`src/rtl/wb_write_arbiter_if.sv`:
```
// ============================================================================
// Module      : wb_write_arbiter_if
// Description : Bundle of the ALU/MDU writeback inputs, decode hazard probe,
//               and register-file write port used by wb_write_arbiter.
// Revision    : 1.0 - initial release
// ============================================================================
`default_nettype none

interface wb_write_arbiter_if;
  // ALU writeback (always accepted)
  logic        alu_valid;
  logic [4:0]  alu_addr;
  logic [31:0] alu_data;
  logic        alu_stall;
  // MDU writeback (valid/ready handshake)
  logic        mdu_valid;
  logic        mdu_ready;
  logic [4:0]  mdu_addr;
  logic [31:0] mdu_data;
  // Decode pending-write probe
  logic [4:0]  query_addr;
  logic        query_hit;
  // Register file write port
  logic        write_en;
  logic [4:0]  write_addr;
  logic [31:0] write_data;
  // Performance counter
  logic [31:0] perf_stall_cnt;

  // Arbiter side
  modport slave (
    input  alu_valid, alu_addr, alu_data,
    input  mdu_valid, mdu_addr, mdu_data,
    input  query_addr,
    output alu_stall, mdu_ready, query_hit,
    output write_en, write_addr, write_data,
    output perf_stall_cnt
  );

  // Producer / register-file side
  modport master (
    output alu_valid, alu_addr, alu_data,
    output mdu_valid, mdu_addr, mdu_data,
    output query_addr,
    input  alu_stall, mdu_ready, query_hit,
    input  write_en, write_addr, write_data,
    input  perf_stall_cnt
  );
endinterface

`default_nettype wire

```
`src/rtl/wb_write_arbiter.sv`:
```
// ============================================================================
// Module      : wb_write_arbiter
// Description : Merges single-cycle ALU writebacks and queued MDU results onto
//               the register file's single write port. ALU has priority; MDU
//               results wait in a DEPTH-entry FIFO, are cancelled by younger
//               ALU writes to the same register, and force an ALU stall when
//               the FIFO head starves for STARVE_MAX cycles.
//               Optional macro WB_PERF_EN enables the stall-cycle counter.
// Revision    : 1.0 - initial release
// ============================================================================
`default_nettype none

module wb_write_arbiter #(
  parameter int DEPTH      = 4,
  parameter int STARVE_MAX = 8
) (
  input  wire logic          clk,
  input  wire logic          rst,
  wb_write_arbiter_if.slave  bus
);

  localparam int PTR_W = $clog2(DEPTH);
  localparam int CNT_W = PTR_W + 1;
  localparam int STV_W = $clog2(STARVE_MAX + 1);

  typedef enum logic [0:0] {
    ST_RUN   = 1'b0,
    ST_DRAIN = 1'b1
  } state_t;

  // FIFO storage and bookkeeping
  logic [4:0]       ent_addr_q [DEPTH];
  logic [4:0]       ent_addr_d [DEPTH];
  logic [31:0]      ent_data_q [DEPTH];
  logic [31:0]      ent_data_d [DEPTH];
  logic [DEPTH-1:0] ent_vld_q, ent_vld_d;
  logic [PTR_W-1:0] wr_ptr_q, wr_ptr_d;
  logic [PTR_W-1:0] rd_ptr_q, rd_ptr_d;
  logic [CNT_W-1:0] count_q, count_d;

  // Starvation tracking and stall FSM
  logic [STV_W-1:0] starve_q, starve_d;
  state_t           state_q, state_d;

  // Registered write port
  logic             write_en_q, write_en_d;
  logic [4:0]       write_addr_q, write_addr_d;
  logic [31:0]      write_data_q, write_data_d;

  // Per-cycle decisions
  logic             alu_eff;
  logic             fifo_empty;
  logic             fifo_full;
  logic             push;
  logic             pop;
  logic             head_vld;
  logic [DEPTH-1:0] match_vec;

  // Request qualification: r0 writes are dropped, ALU wins over the FIFO
  always_comb begin
    alu_eff    = bus.alu_valid && (bus.alu_addr != 5'd0);
    fifo_empty = (count_q == '0);
    fifo_full  = (count_q == CNT_W'(DEPTH));
    push       = bus.mdu_valid && !fifo_full && (bus.mdu_addr != 5'd0);
    pop        = !alu_eff && !fifo_empty;
    head_vld   = !fifo_empty && ent_vld_q[rd_ptr_q];
  end

  // FIFO next state: cancel older entries on ALU write, then pop, then push
  always_comb begin
    ent_vld_d  = ent_vld_q;
    ent_addr_d = ent_addr_q;
    ent_data_d = ent_data_q;
    wr_ptr_d   = wr_ptr_q;
    rd_ptr_d   = rd_ptr_q;
    count_d    = count_q;

    // Queued MDU results are older than the ALU instruction: drop them
    for (int i = 0; i < DEPTH; i++) begin
      if (alu_eff && (ent_addr_q[i] == bus.alu_addr)) begin
        ent_vld_d[i] = 1'b0;
      end
    end

    if (pop) begin
      ent_vld_d[rd_ptr_q] = 1'b0;
      rd_ptr_d            = rd_ptr_q + PTR_W'(1);
    end

    // Push lands in a free slot, so it is never hit by this cycle's cancel
    if (push) begin
      ent_vld_d[wr_ptr_q]  = 1'b1;
      ent_addr_d[wr_ptr_q] = bus.mdu_addr;
      ent_data_d[wr_ptr_q] = bus.mdu_data;
      wr_ptr_d             = wr_ptr_q + PTR_W'(1);
    end

    case ({push, pop})
      2'b10:   count_d = count_q + CNT_W'(1);
      2'b01:   count_d = count_q - CNT_W'(1);
      default: count_d = count_q;
    endcase
  end

  // Write port selection; address/data hold when nothing is written
  always_comb begin
    write_en_d   = 1'b0;
    write_addr_d = write_addr_q;
    write_data_d = write_data_q;
    if (alu_eff) begin
      write_en_d   = 1'b1;
      write_addr_d = bus.alu_addr;
      write_data_d = bus.alu_data;
    end else if (pop && head_vld) begin
      write_en_d   = 1'b1;
      write_addr_d = ent_addr_q[rd_ptr_q];
      write_data_d = ent_data_q[rd_ptr_q];
    end
  end

  // Starvation counter: counts cycles a live head is passed over, saturating
  always_comb begin
    starve_d = starve_q;
    if (pop || fifo_empty) begin
      starve_d = '0;
    end else if (head_vld && (starve_q != STV_W'(STARVE_MAX))) begin
      starve_d = starve_q + STV_W'(1);
    end
  end

  // Stall FSM: enter drain once the head has waited STARVE_MAX cycles,
  // leave the cycle after the FIFO is seen empty
  always_comb begin
    state_d = state_q;
    case (state_q)
      ST_RUN: begin
        if (starve_d == STV_W'(STARVE_MAX)) begin
          state_d = ST_DRAIN;
        end
      end
      ST_DRAIN: begin
        if (fifo_empty) begin
          state_d = ST_RUN;
        end
      end
      default: state_d = ST_RUN;
    endcase
  end

  // Control state with synchronous reset; reset discards queued results
  always_ff @(posedge clk) begin
    if (rst) begin
      ent_vld_q    <= '0;
      wr_ptr_q     <= '0;
      rd_ptr_q     <= '0;
      count_q      <= '0;
      starve_q     <= '0;
      state_q      <= ST_RUN;
      write_en_q   <= 1'b0;
      write_addr_q <= 5'd0;
      write_data_q <= 32'd0;
    end else begin
      ent_vld_q    <= ent_vld_d;
      wr_ptr_q     <= wr_ptr_d;
      rd_ptr_q     <= rd_ptr_d;
      count_q      <= count_d;
      starve_q     <= starve_d;
      state_q      <= state_d;
      write_en_q   <= write_en_d;
      write_addr_q <= write_addr_d;
      write_data_q <= write_data_d;
    end
  end

  // Entry payload storage; contents are qualified by the valid bits
  always_ff @(posedge clk) begin
    ent_addr_q <= ent_addr_d;
    ent_data_q <= ent_data_d;
  end

  // Per-entry hazard match against the decode probe
  for (genvar gi = 0; gi < DEPTH; gi++) begin : g_match
    assign match_vec[gi] = ent_vld_q[gi] && (ent_addr_q[gi] == bus.query_addr);
  end

  assign bus.query_hit  = (bus.query_addr != 5'd0) && (|match_vec);
  assign bus.mdu_ready  = !fifo_full;
  assign bus.alu_stall  = (state_q == ST_DRAIN);
  assign bus.write_en   = write_en_q;
  assign bus.write_addr = write_addr_q;
  assign bus.write_data = write_data_q;

`ifdef WB_PERF_EN
  logic [31:0] perf_cnt_q, perf_cnt_d;

  // Stall-cycle counter, saturating at all-ones
  always_comb begin
    perf_cnt_d = perf_cnt_q;
    if ((state_q == ST_DRAIN) && (perf_cnt_q != 32'hFFFF_FFFF)) begin
      perf_cnt_d = perf_cnt_q + 32'd1;
    end
  end

  // Stall-cycle counter register
  always_ff @(posedge clk) begin
    if (rst) begin
      perf_cnt_q <= 32'd0;
    end else begin
      perf_cnt_q <= perf_cnt_d;
    end
  end

  assign bus.perf_stall_cnt = perf_cnt_q;
`else
  assign bus.perf_stall_cnt = 32'h0;
`endif

endmodule

`default_nettype wire

```
`src/flat_wrapper.sv`:
```
// flat-port wrapper written by rule: the top's interface ports become plain ports
module wb_write_arbiter_flat 
#(
  parameter int DEPTH      = 4,
  parameter int STARVE_MAX = 8
)
  (clk, rst, bus_alu_valid, bus_alu_addr, bus_alu_data, bus_mdu_valid, bus_mdu_addr, bus_mdu_data, bus_query_addr, bus_alu_stall, bus_mdu_ready, bus_query_hit, bus_write_en, bus_write_addr, bus_write_data, bus_perf_stall_cnt);
  wb_write_arbiter_if bus_i ();
  input  wire logic clk;
  input  wire logic rst;
  input wire logic [$bits(bus_i.alu_valid)-1:0] bus_alu_valid;
  input wire logic [$bits(bus_i.alu_addr)-1:0] bus_alu_addr;
  input wire logic [$bits(bus_i.alu_data)-1:0] bus_alu_data;
  input wire logic [$bits(bus_i.mdu_valid)-1:0] bus_mdu_valid;
  input wire logic [$bits(bus_i.mdu_addr)-1:0] bus_mdu_addr;
  input wire logic [$bits(bus_i.mdu_data)-1:0] bus_mdu_data;
  input wire logic [$bits(bus_i.query_addr)-1:0] bus_query_addr;
  output wire logic [$bits(bus_i.alu_stall)-1:0] bus_alu_stall;
  output wire logic [$bits(bus_i.mdu_ready)-1:0] bus_mdu_ready;
  output wire logic [$bits(bus_i.query_hit)-1:0] bus_query_hit;
  output wire logic [$bits(bus_i.write_en)-1:0] bus_write_en;
  output wire logic [$bits(bus_i.write_addr)-1:0] bus_write_addr;
  output wire logic [$bits(bus_i.write_data)-1:0] bus_write_data;
  output wire logic [$bits(bus_i.perf_stall_cnt)-1:0] bus_perf_stall_cnt;
  assign bus_i.alu_valid = bus_alu_valid;
  assign bus_i.alu_addr = bus_alu_addr;
  assign bus_i.alu_data = bus_alu_data;
  assign bus_i.mdu_valid = bus_mdu_valid;
  assign bus_i.mdu_addr = bus_mdu_addr;
  assign bus_i.mdu_data = bus_mdu_data;
  assign bus_i.query_addr = bus_query_addr;
  assign bus_alu_stall = bus_i.alu_stall;
  assign bus_mdu_ready = bus_i.mdu_ready;
  assign bus_query_hit = bus_i.query_hit;
  assign bus_write_en = bus_i.write_en;
  assign bus_write_addr = bus_i.write_addr;
  assign bus_write_data = bus_i.write_data;
  assign bus_perf_stall_cnt = bus_i.perf_stall_cnt;
  wb_write_arbiter #(.DEPTH(DEPTH), .STARVE_MAX(STARVE_MAX)) u_core (.clk(clk), .rst(rst), .bus(bus_i));
endmodule
```
`config.mk`:
```
export PLATFORM = sky130hd
export DESIGN_NAME = wb_write_arbiter_flat
export DESIGN_NICKNAME = d
export VERILOG_FILES = /design/src/rtl/wb_write_arbiter_if.sv /design/src/rtl/wb_write_arbiter.sv /design/src/flat_wrapper.sv
export SDC_FILE = /design/constraint.sdc
export NUM_CORES = 1
export LEC_CHECK = 0
export ABC_CLOCK_PERIOD_IN_PS = 4200
export CAP_MARGIN = 15
export CORE_MARGIN = 2
export CORE_UTILIZATION = 40
export DETAILED_ROUTE_END_ITERATION = 10
export PLACE_DENSITY_LB_ADDON = 0.3
export SYNTH_ARGS = -nofsm -noshare
export SYNTH_HDL_FRONTEND = slang
export SYNTH_SLANG_ARGS = --single-unit
```
`constraint.sdc`:
```
create_clock -name clk -period 4.2 [get_ports clk]
set_input_delay 0.84 -clock clk [delete_from_list [all_inputs] [get_ports clk]]
set_output_delay 0.84 -clock clk [all_outputs]
set_load 0.05 [all_outputs]
```
==> impl_metrics.tcl <==
set metrics [dict create \
    outcome "completed" \
    cts_resized 0 \
    max-cap-violations 0 \
    worstHoldPathType "flip-flop to flip-flop" \
    critPathCaptureType "output pin" \
    layoutNonFillerInstCount 982 \
    cp_slowest_cell "clkdlybuf4s50_1" \
    grt_max_degree 82 \
    power-per-cell-area_nw_per_um2 532 \
    utilization_pct 49.8 \
    hp-start "u_core.bus.alu_stall" \
    chipWidth_um 152 \
    reg2regPathDepth 10 \
    top_level_ports 156 \
    syn-cell-area_um2 8820 \
    share_of_the_yosys_chip_area_belonging_to_registers_pct 62.7 \
    port_buffers 123 \
    dp_slack_ns 0.266 \
    setup-tns-final_ns 0 \
    post_cts_setup_repair_buffer_count 0 \
    regToRegStartpoint "u_core.count_q[0]" \
    clkLatencyLatePin_ns 0.51 \
    postSynthCellCount 571 \
    tritoncts.num_buffers 22 \
    synth-edff-count 148 \
    clock.fmax_ghz 0.254 \
    r2r-end "u_core.count_q[2]" \
    ff_latch_area_um2 5530 \
    period_minus_slack_ns 3.93 \
    die_area_um2 23200 \
    drtAntennaViolNets 0 \
    grt_first_pass_wirelength_mm 29.0 \
    timing.final.ws_setup_ns 0.269 \
    required_ns 3.36 \
    max_buffers_root_to_sink 3 \
    grt.overflow.total 0 \
    clockRootBuffer "clkbuf_16" \
    p_leak_nw 3.85 \
    critical_path.top_delay_family "buffers and inverters" \
    first_pass_iters 4 \
    post-dp-hpwl_mm 11.6 \
    cp.arrival_ns 3.09 \
    crit_chain "clkdlybuf4s50_1 > xor2_1 > nor4_1 > nand3_1 > nand4_1 > o21a_1 > clkdlybuf4s50_1" \
    worst-path-max-fanout 5 \
    numPlacedInstances 942 \
    tritoncts_num_sinks 202 \
    synth_top_area_share_pct 50.4 \
    layout-area-overhead-vs-synth_pct 22.8 \
    clock_tree_from_tritoncts "yes" \
    place.gp.congestion 0.827 \
    finalNetCount 781 \
    async_flop_share_pct 0 \
    postSynthRegisterBits 202 \
    synth_warnings 0 \
    global_route.usage.total_pct 15.6 \
    worst_slew_pin_slew_ns 0.995 \
    hold_slack_ns 0.482 \
    vias 5024 \
    r2r_slack_ns 1.86 \
    wirelength_mm 18.3 \
    timing.setup.critical_path_class "input pin to output pin" \
    ir_worst_vdd_mv 0.336 \
    num-fill-cells 1840 \
    cp.buffers_inverters 2 \
    detail_route.drc_violations 0 \
    post-route-period-util_pct 93.6 \
    n_antenna_cell 0 \
    hold-path-cell-count 1 \
    htree_levels 1 \
    avgViaCountPerCell 5.12 \
    synth_area_leader_cell "edfxtp_1" \
    synthMostInstantiatedCell "edfxtp_1" \
    most_frequent_cells_after_synthesis "148 x edfxtp_1, 54 x dfxtp_1, 47 x nor2_1" \
    core_region_area_um2 21800 \
    rsz0062_at_grt "false" \
    slew_violations 0 \
    detail_route.wl_per_cell_um 18.6 \
    synth_area_leaders "edfxtp_1 50%, dfxtp_1 12%, mux4_2 9.7%" \
    worst_slew_margin_rel_pct 33.6 \
    synthesis.area_per_instance_um2 15.4 \
    grt_antenna_before_repair 1 \
    final-hold-violation-count 0 \
    multi_input_area_um2 2920 \
    worst_hold_path.endpoint "u_core.bus.alu_stall" \
    synth_top_flop_cell "edfxtp_1" \
    layout-drive-gt1-share_pct 16.2 \
    floorplan.initialDensity_pct 40.5 \
    worst_path_largest_cell_delay_ns 0.79 \
    floorplan_row_count 54 \
    finalClockSkew_ns 0.0106 \
    die_y_um 152 \
    count_of_distinct_cell_types_in_the_synthesized_netlist 37 \
    worst_path_most_repeated_cell "clkdlybuf4s50_1" \
    critical_path.startpoint_type "input pin" \
    postCtsHoldBufs 0 \
    clk_pin_slew_worst_paths_ns 0.05 \
    detailedRoute.firstIterationViolations 226 \
    grt_pass1_vias 5441 \
    report.final.setup_viol 0 \
]
worst max path at each step:
| stage | start | to | slack (ns) | cells after the start |
|---|---|---|---|---|
| floorplan | bus_alu_addr[4] | u_core.count_q[2] | 0.96 | 10 |
| global placement | bus_alu_addr[1] | u_core.count_q[2] | 0.39 | 10 |
| detailed placement | bus_query_addr[3] | bus_query_hit | 0.27 | 7 |
| CTS | bus_query_addr[3] | bus_query_hit | 0.26 | 7 |
| global route | bus_query_addr[3] | bus_query_hit | 0.21 | 7 |
| finish | bus_query_addr[3] | bus_query_hit | 0.27 | 7 |
kinds of logic (layout without fill, tap and decap cells):
| logic type | Yosys count | in the layout | synth area share [%] |
|---|---|---|---|
| DFF | 202 | 202 | 62.7 |
| and+or+nand+nor | 92 | 92 | 4.82 |
| buffers and inverters | 84 | 184 | 5.52 |
| muxes | 77 | 77 | 14.1 |
| AOI/OAI and AO/OA | 57 | 57 | 6.46 |
| xor gates and xnor gates | 46 | 46 | 4.57 |
| adders and majority gates | 12 | 12 | 1.79 |
| other | 1 | 32 | 0.0425 |
registers in the layout, summed over array words and instances, names as in the netlist:
| signal | cells |
|---|---|
| u_core.count_q | 3 |
| u_core.starve_q | 4 |
| u_core.ent_data_q | 128 |
| u_core.bus.write_addr | 5 |
| u_core.bus.alu_stall | 1 |
| u_core.ent_addr_q | 20 |
| u_core.bus.write_en | 1 |
| u_core.rd_ptr_q | 2 |
| u_core.bus.write_data | 32 |
| u_core.wr_ptr_q | 2 |
| u_core.ent_vld_q | 4 |
layer usage:
layer | track usage, % | vias to the layer above | wire length, µm
li1 | - | 2320 | -
met4 | 4.50 | 2 | 359
met3 | 3.87 | 33 | 1210
met2 | 26.4 | 174 | 9080
met1 | 20.1 | 2495 | 7600
met5 | 0 | - | 13
power by group:
| part | internal (mW) | leakage, nW | switching [mW] |
|---|---|---|---|
| Sequential | 2.38 | 1.81 | 0.0895 |
| Clock | 1.03 | 0.321 | 0.743 |
| Combinational | 0.649 | 1.73 | 0.868 |
metrics by stage:
step	power, mW	cell area [µm²]
6_report	5.76	10800
5_1_grt	6.04	10800
3_3_place_gp	4.03	10100
4_1_cts	5.85	10800
2_1_floorplan	3.66	8930
3_5_place_dp	4.06	10100
cells in the final DEF, fill, tap and decap left out, types with 9 or more instances in the layout:
cell type,instances
clkbuf_1,10
nand3_1,15
xnor2_1,16
conb_1,32
a21oi_1,9
nor2_1,47
xor2_1,30
a211oi_2,31
clkdlybuf4s50_1,122
inv_1,10
mux2i_1,39
mux4_2,38
ha_1,11
dfxtp_1,52
edfxtp_1,148
clkbuf_16,22
area by class of cell:
class,instances,area share (%)
tap,280,3.24
inverter,14,0.485
clock buffer,35,5.81
clock inverter,5,0.451
sequential,202,51.1
multi-input combinational,316,27.0
timing repair buffer,130,11.9
(Power assumes the default switching activity.)
==> edit 1 (same flow settings) <==
Take the reset off `write_data_q` and load it in a clocked block of its own.
--- a/src/rtl/wb_write_arbiter.sv
+++ b/src/rtl/wb_write_arbiter.sv
@@ -160,3 +160,2 @@
       write_addr_q <= 5'd0;
-      write_data_q <= 32'd0;
     end else begin
@@ -170,4 +169,7 @@
       write_addr_q <= write_addr_d;
-      write_data_q <= write_data_d;
-    end
+    end
+  end
+
+  always_ff @(posedge clk) begin
+    write_data_q <= write_data_d;
   end
Function: changed (Yosys sat finds a counterexample within 4 cycles, from zero or initial values and one cycle with rst high).
==> edit 1 against the unedited design <==
Sequential power is 6% higher; cell area down 0.73%; wire length decreased by 0.73%; total power rose by 7.0%; worst setup slack gained 0.56 ns; register-to-register slack got worse by 0.03 ns; area after synthesis fell by 1.3%; sequential cell count stayed put; critical endpoint unchanged; largest power group unchanged.
==> edit 1: results (changes against the unedited design) <==
sequential share of the synthesized area - 67.18% (was 62.66%)
Nets - 721 (was 781)
Worst Clk Skew - 0.01396 ns (was 0.01064 ns)
# port buffers - 123 (unchanged)
top post-synthesis cells by area - edfxtp_1 (62%), mux4_2 (9.8%), dfxtp_1 (5.1%), mux2_2 (4.1%), buf_4 (2.8%) (was edfxtp_1 (50%), dfxtp_1 (12%), mux4_2 (9.7%), mux2i_1 (4.4%), a211oi_2 (4.4%))
initial antenna violation count - 0 (was 1)
total CTS buffers - 22 (unchanged)
n_diodes - 0 (unchanged)
pin count of the biggest net entering global routing - 60 (was 82)
drt wl/cell - 19.80 um (was 18.60 um)
CTS clk-pin slew, worst paths - 0.06 ns
max reg flops - 128 (unchanged)
GPL Wtd Cong - 0.8578 (was 0.8273)
library cells used by synthesis - 41 (was 37)
mean number of vias per cell - 5.087 (was 5.116)
synthesis-to-finish area growth - 23.53% (was 22.79%)
clock tree buffer depth - 3 (unchanged)
first-pass GRT wire length - 27520 um (was 28970 um)
status - finished, final reports clean (unchanged)
cell count after synthesis - 505 (was 571)
Sw Share - 29.64% (was 29.52%)
Synth Flop Type - edfxtp_1 (unchanged)
post_cts resized - 0 (unchanged)
CP max stage delay - 0.56 ns (was 0.79 ns)
placed insts - 877 (was 942)
TritonRoute pass-1 iters - 4 (unchanged)
Post-synth ARST share - 0% (unchanged)
Placed Area - 10050 um^2 (was 10150 um^2)
Post-synth EDFFs - 180 (was 148)
H-tree levels - 1 (unchanged)
DP HPWL - 11190 um (was 11570 um)
GRT Total Usage - 16.03% (was 15.61%)
Synth top cells by count - edfxtp_1 (180), mux4_2 (38), buf_4 (33) (was edfxtp_1 (148), dfxtp_1 (54), nor2_1 (47))
LEAKAGE - 0.003634 uW (was 0.003853 uW)
CP max FO - 5 (unchanged)
vias in the first global route - 4914 (was 5441)
normalized max-slew margin - 30.57% (was 33.57%)
fin cells - 916 (was 982)
Skew-Pair Late Insertion Delay - 0.49 ns (was 0.51 ns)
Tightest Hold Check Type - reg -> reg (unchanged)
share of layout cells above drive strength 1 - 18.72% (was 16.24%)
DR iter-0 viols - 179 (was 226)
CTS tree - yes (unchanged)
setup TNS - 0 ns (unchanged)
Ys Warns - 0 (unchanged)
Worst EP arrival - 2.53 ns (was 3.09 ns)
Remaining Overflow, GRT - 0 (unchanged)
DP Worst Slack - 0.4024 ns (was 0.2663 ns)
Max IR drop VDD - 0.3187 mV (was 0.3363 mV)
[edit 1: kinds of logic (layout without fill, tap and decap cells)]
group           Yosys count  in the layout  share of synthesized area (%)
other cells               1             32                        0.04310
buf+inv                  77            182                          5.033
fa+ha+maj                12             12                          1.812
xor+xnor                 46             46                          4.630
flops                   202            202                          67.18
compound gates           30             30                          2.675
simple gates             58             58                          3.609
mux                      79             79                          15.01
[edit 1: cell type report]
cell class	instances	area (um^2)
Clock inverter	11	100.1
Timing Repair Buffer	128	1266
Multi-Input combinational cell	257	2536
Inverter	15	56.30
Fill cell	1758	10410
Sequential cell	202	5851
Clock buffer	28	594.3
Tap cell	275	344.1
[edit 1: path summary, 6_finish.rpt]
path | start | end | slack, ns | depth (start not counted)
max | bus_query_addr[0] | bus_query_hit | 0.83 | 7
min | u_core.ent_vld_q[2]$_SDFF_PP0_ | u_core.ent_vld_q[2]$_SDFF_PP0_ | 0.50 | 2
max reg2reg | u_core.count_q[0]$_SDFFE_PP0P_ | u_core.count_q[2]$_SDFFE_PP0P_ | 1.83 | 10
min reg2reg | u_core.ent_vld_q[2]$_SDFF_PP0_ | u_core.ent_vld_q[2]$_SDFF_PP0_ | 0.50 | 2
[edit 1: power by group through the flow]
stage	Clock, uW	Combinational (uW)	Sequential, uW
floorplan	0	937	2950
global placement	0	1710	2640
detailed placement	0	1730	2660
CTS	1900	1740	2620
global route	1980	1840	2640
finish	1850	1710	2610
[edit 1: per-layer routing]
layer | vias to the layer above | track usage [%] | routed length [um]
met4 | 0 | 3.692 | 163
met2 | 149 | 27.87 | 9367
met3 | 19 | 3.952 | 1322
met5 | - | 0 | 0
met1 | 2367 | 20.34 | 7280
li1 | 2125 | - | -
==> edit 2 (same settings) <==
Without the edit above. `STARVE_MAX` is set to 8 in 2 places; all go to 4.
--- a/src/rtl/wb_write_arbiter.sv
+++ b/src/rtl/wb_write_arbiter.sv
@@ -14,3 +14,3 @@
   parameter int DEPTH      = 4,
-  parameter int STARVE_MAX = 8
+  parameter int STARVE_MAX = 4
 ) (
--- a/src/flat_wrapper.sv
+++ b/src/flat_wrapper.sv
@@ -4,3 +4,3 @@
   parameter int DEPTH      = 4,
-  parameter int STARVE_MAX = 8
+  parameter int STARVE_MAX = 4
 )
Formal check against the unedited RTL: same outputs for any inputs over 4 cycles, from zero or initial values and one cycle with rst high; that may be too few to reach the edited logic, so the function may still have changed.
==> edit 2 against the unedited design <==
Wire length up 3.7%; utilization is 0.74 points higher; count of clock-buffer cells in the layout down 4; register-to-register slack worse by 0.16 ns; cell area down 1.9%; worst setup slack gained 0.51 ns; total power is 2.1% higher; largest power group unchanged; maximum frequency is 15% higher; sequential cell count down 1; area after synthesis fell by 2.7%; die area is 2.7% lower.
==> edit 2: results (changes against the unedited design) <==
GPL Wtd Cong - 0.8038 (was 0.8273)
placed insts - 963 (was 942)
GR Layer Usage met3 - 3.818% (was 3.868%)
GR Util met2 - 28.57% (was 26.40%)
cell count after synthesis - 602 (was 571)
fin crit period - 3.421 ns (was 3.931 ns)
Worst EP arrival - 2.58 ns (was 3.09 ns)
DP Worst Slack - 0.7504 ns (was 0.2663 ns)
vias in the first global route - 5239 (was 5441)
sequential share of the synthesized area - 64.20% (was 62.66%)
Placed Area - 9869 um^2 (was 10150 um^2)
TritonRoute pass-1 iters - 5 (was 4)
wl on met1 - 8011 um (was 7595 um)
share of layout cells above drive strength 1 - 12.64% (was 16.24%)
synthesis-to-finish area growth - 23.81% (was 22.79%)
drt total wl - 18950 um (was 18270 um)
Worst Clk Skew - 0.02249 ns (was 0.01064 ns)
number of fill cells - 1790 (was 1840)
top post-synthesis cells by area - edfxtp_1 (52%), dfxtp_1 (12%), mux4_2 (9.7%), nand2_1 (3.3%), buf_4 (3.0%) (was edfxtp_1 (50%), dfxtp_1 (12%), mux4_2 (9.7%), mux2i_1 (4.4%), a211oi_2 (4.4%))
R2R setup slack - 1.70 ns (was 1.86 ns)
LEAKAGE - 0.003582 uW (was 0.003853 uW)
GRT Total Usage - 16.96% (was 15.61%)
met3 wire length - 1112 um (was 1213 um)
Worst-Margin Slew - 1.045 ns (was 0.9949 ns)
drt wl/cell - 18.89 um (was 18.60 um)
met1 Usage GRT - 22.00% (was 20.09%)
DP HPWL - 11820 um (was 11570 um)
library cells used by synthesis - 41 (was 37)
Max Used Layer - met4 (was met5)
Int Power - 4142 uW (was 4061 uW)
Max IR drop VDD - 0.2818 mV (was 0.3363 mV)
Synth top cells by count - edfxtp_1 (148), nand2_1 (76), dfxtp_1 (53) (was edfxtp_1 (148), dfxtp_1 (54), nor2_1 (47))
first-pass GRT wire length - 29450 um (was 28970 um)
DR iter-0 viols - 260 (was 226)
status - finished, final reports clean (unchanged)
worst hold margin - 0.4792 ns (was 0.4822 ns)
total number of vias - 5193 (was 5024)
pin count of the biggest net entering global routing - 75 (was 82)
Nets - 808 (was 781)
edit 2: cell type report:
| class | instances | share of cell area, % |
|---|---|---|
| well taps | 275 | 3.241 |
| inverters | 12 | 0.4242 |
| flip-flops and latches | 201 | 51.90 |
| clock inverters | 8 | 1.002 |
| repair buffers | 129 | 12.18 |
| clock buffers | 31 | 5.786 |
| multi-input cells | 347 | 25.47 |
edit 2: critical path, cell delays in order:
cell	delay, ns
clkdlybuf4s50_1	0.53
xor2_1	0.20
nor4_1	0.38
nand3_1	0.14
nand4_1	0.14
o21a_1	0.15
buf_4	0.19
edit 2: path summary, 6_finish.rpt:
check,start,to,cells past startpoint
max,bus_query_addr[2],bus_query_hit,7
min,u_core.bus.write_data[0]$_SDFFE_PP0P_,u_core.bus.write_data[0]$_SDFFE_PP0P_,2
max reg2reg,u_core.count_q[0]$_SDFFE_PP0P_,u_core.count_q[2]$_SDFFE_PP0P_,7
min reg2reg,u_core.bus.write_data[0]$_SDFFE_PP0P_,u_core.bus.write_data[0]$_SDFFE_PP0P_,2
edit 2: power groups by stage:
stage / registers [uW] / logic, uW / clock network (uW)
final: 2490 / 1500 / 1900
after floorplan: 2650 / 983 / 0
after global routing: 2510 / 1630 / 2010
after CTS: 2490 / 1510 / 1940
after global placement: 2520 / 1480 / 0
after detailed placement: 2530 / 1500 / 0
edit 2: kinds of logic (layout without fill, tap and decap cells):
| logic type | Yosys count | after routing | share of synthesized area, % |
|---|---|---|---|
| adders and majority gates | 12 | 12 | 1.838 |
| DFF | 201 | 201 | 64.20 |
| other | 1 | 32 | 0.04373 |
| muxes | 46 | 46 | 10.91 |
| xor gates and xnor gates | 45 | 45 | 4.596 |
| and+or+nand+nor | 126 | 126 | 6.419 |
| AOI/OAI and AO/OA | 86 | 86 | 6.274 |
| buffers and inverters | 85 | 180 | 5.719 |
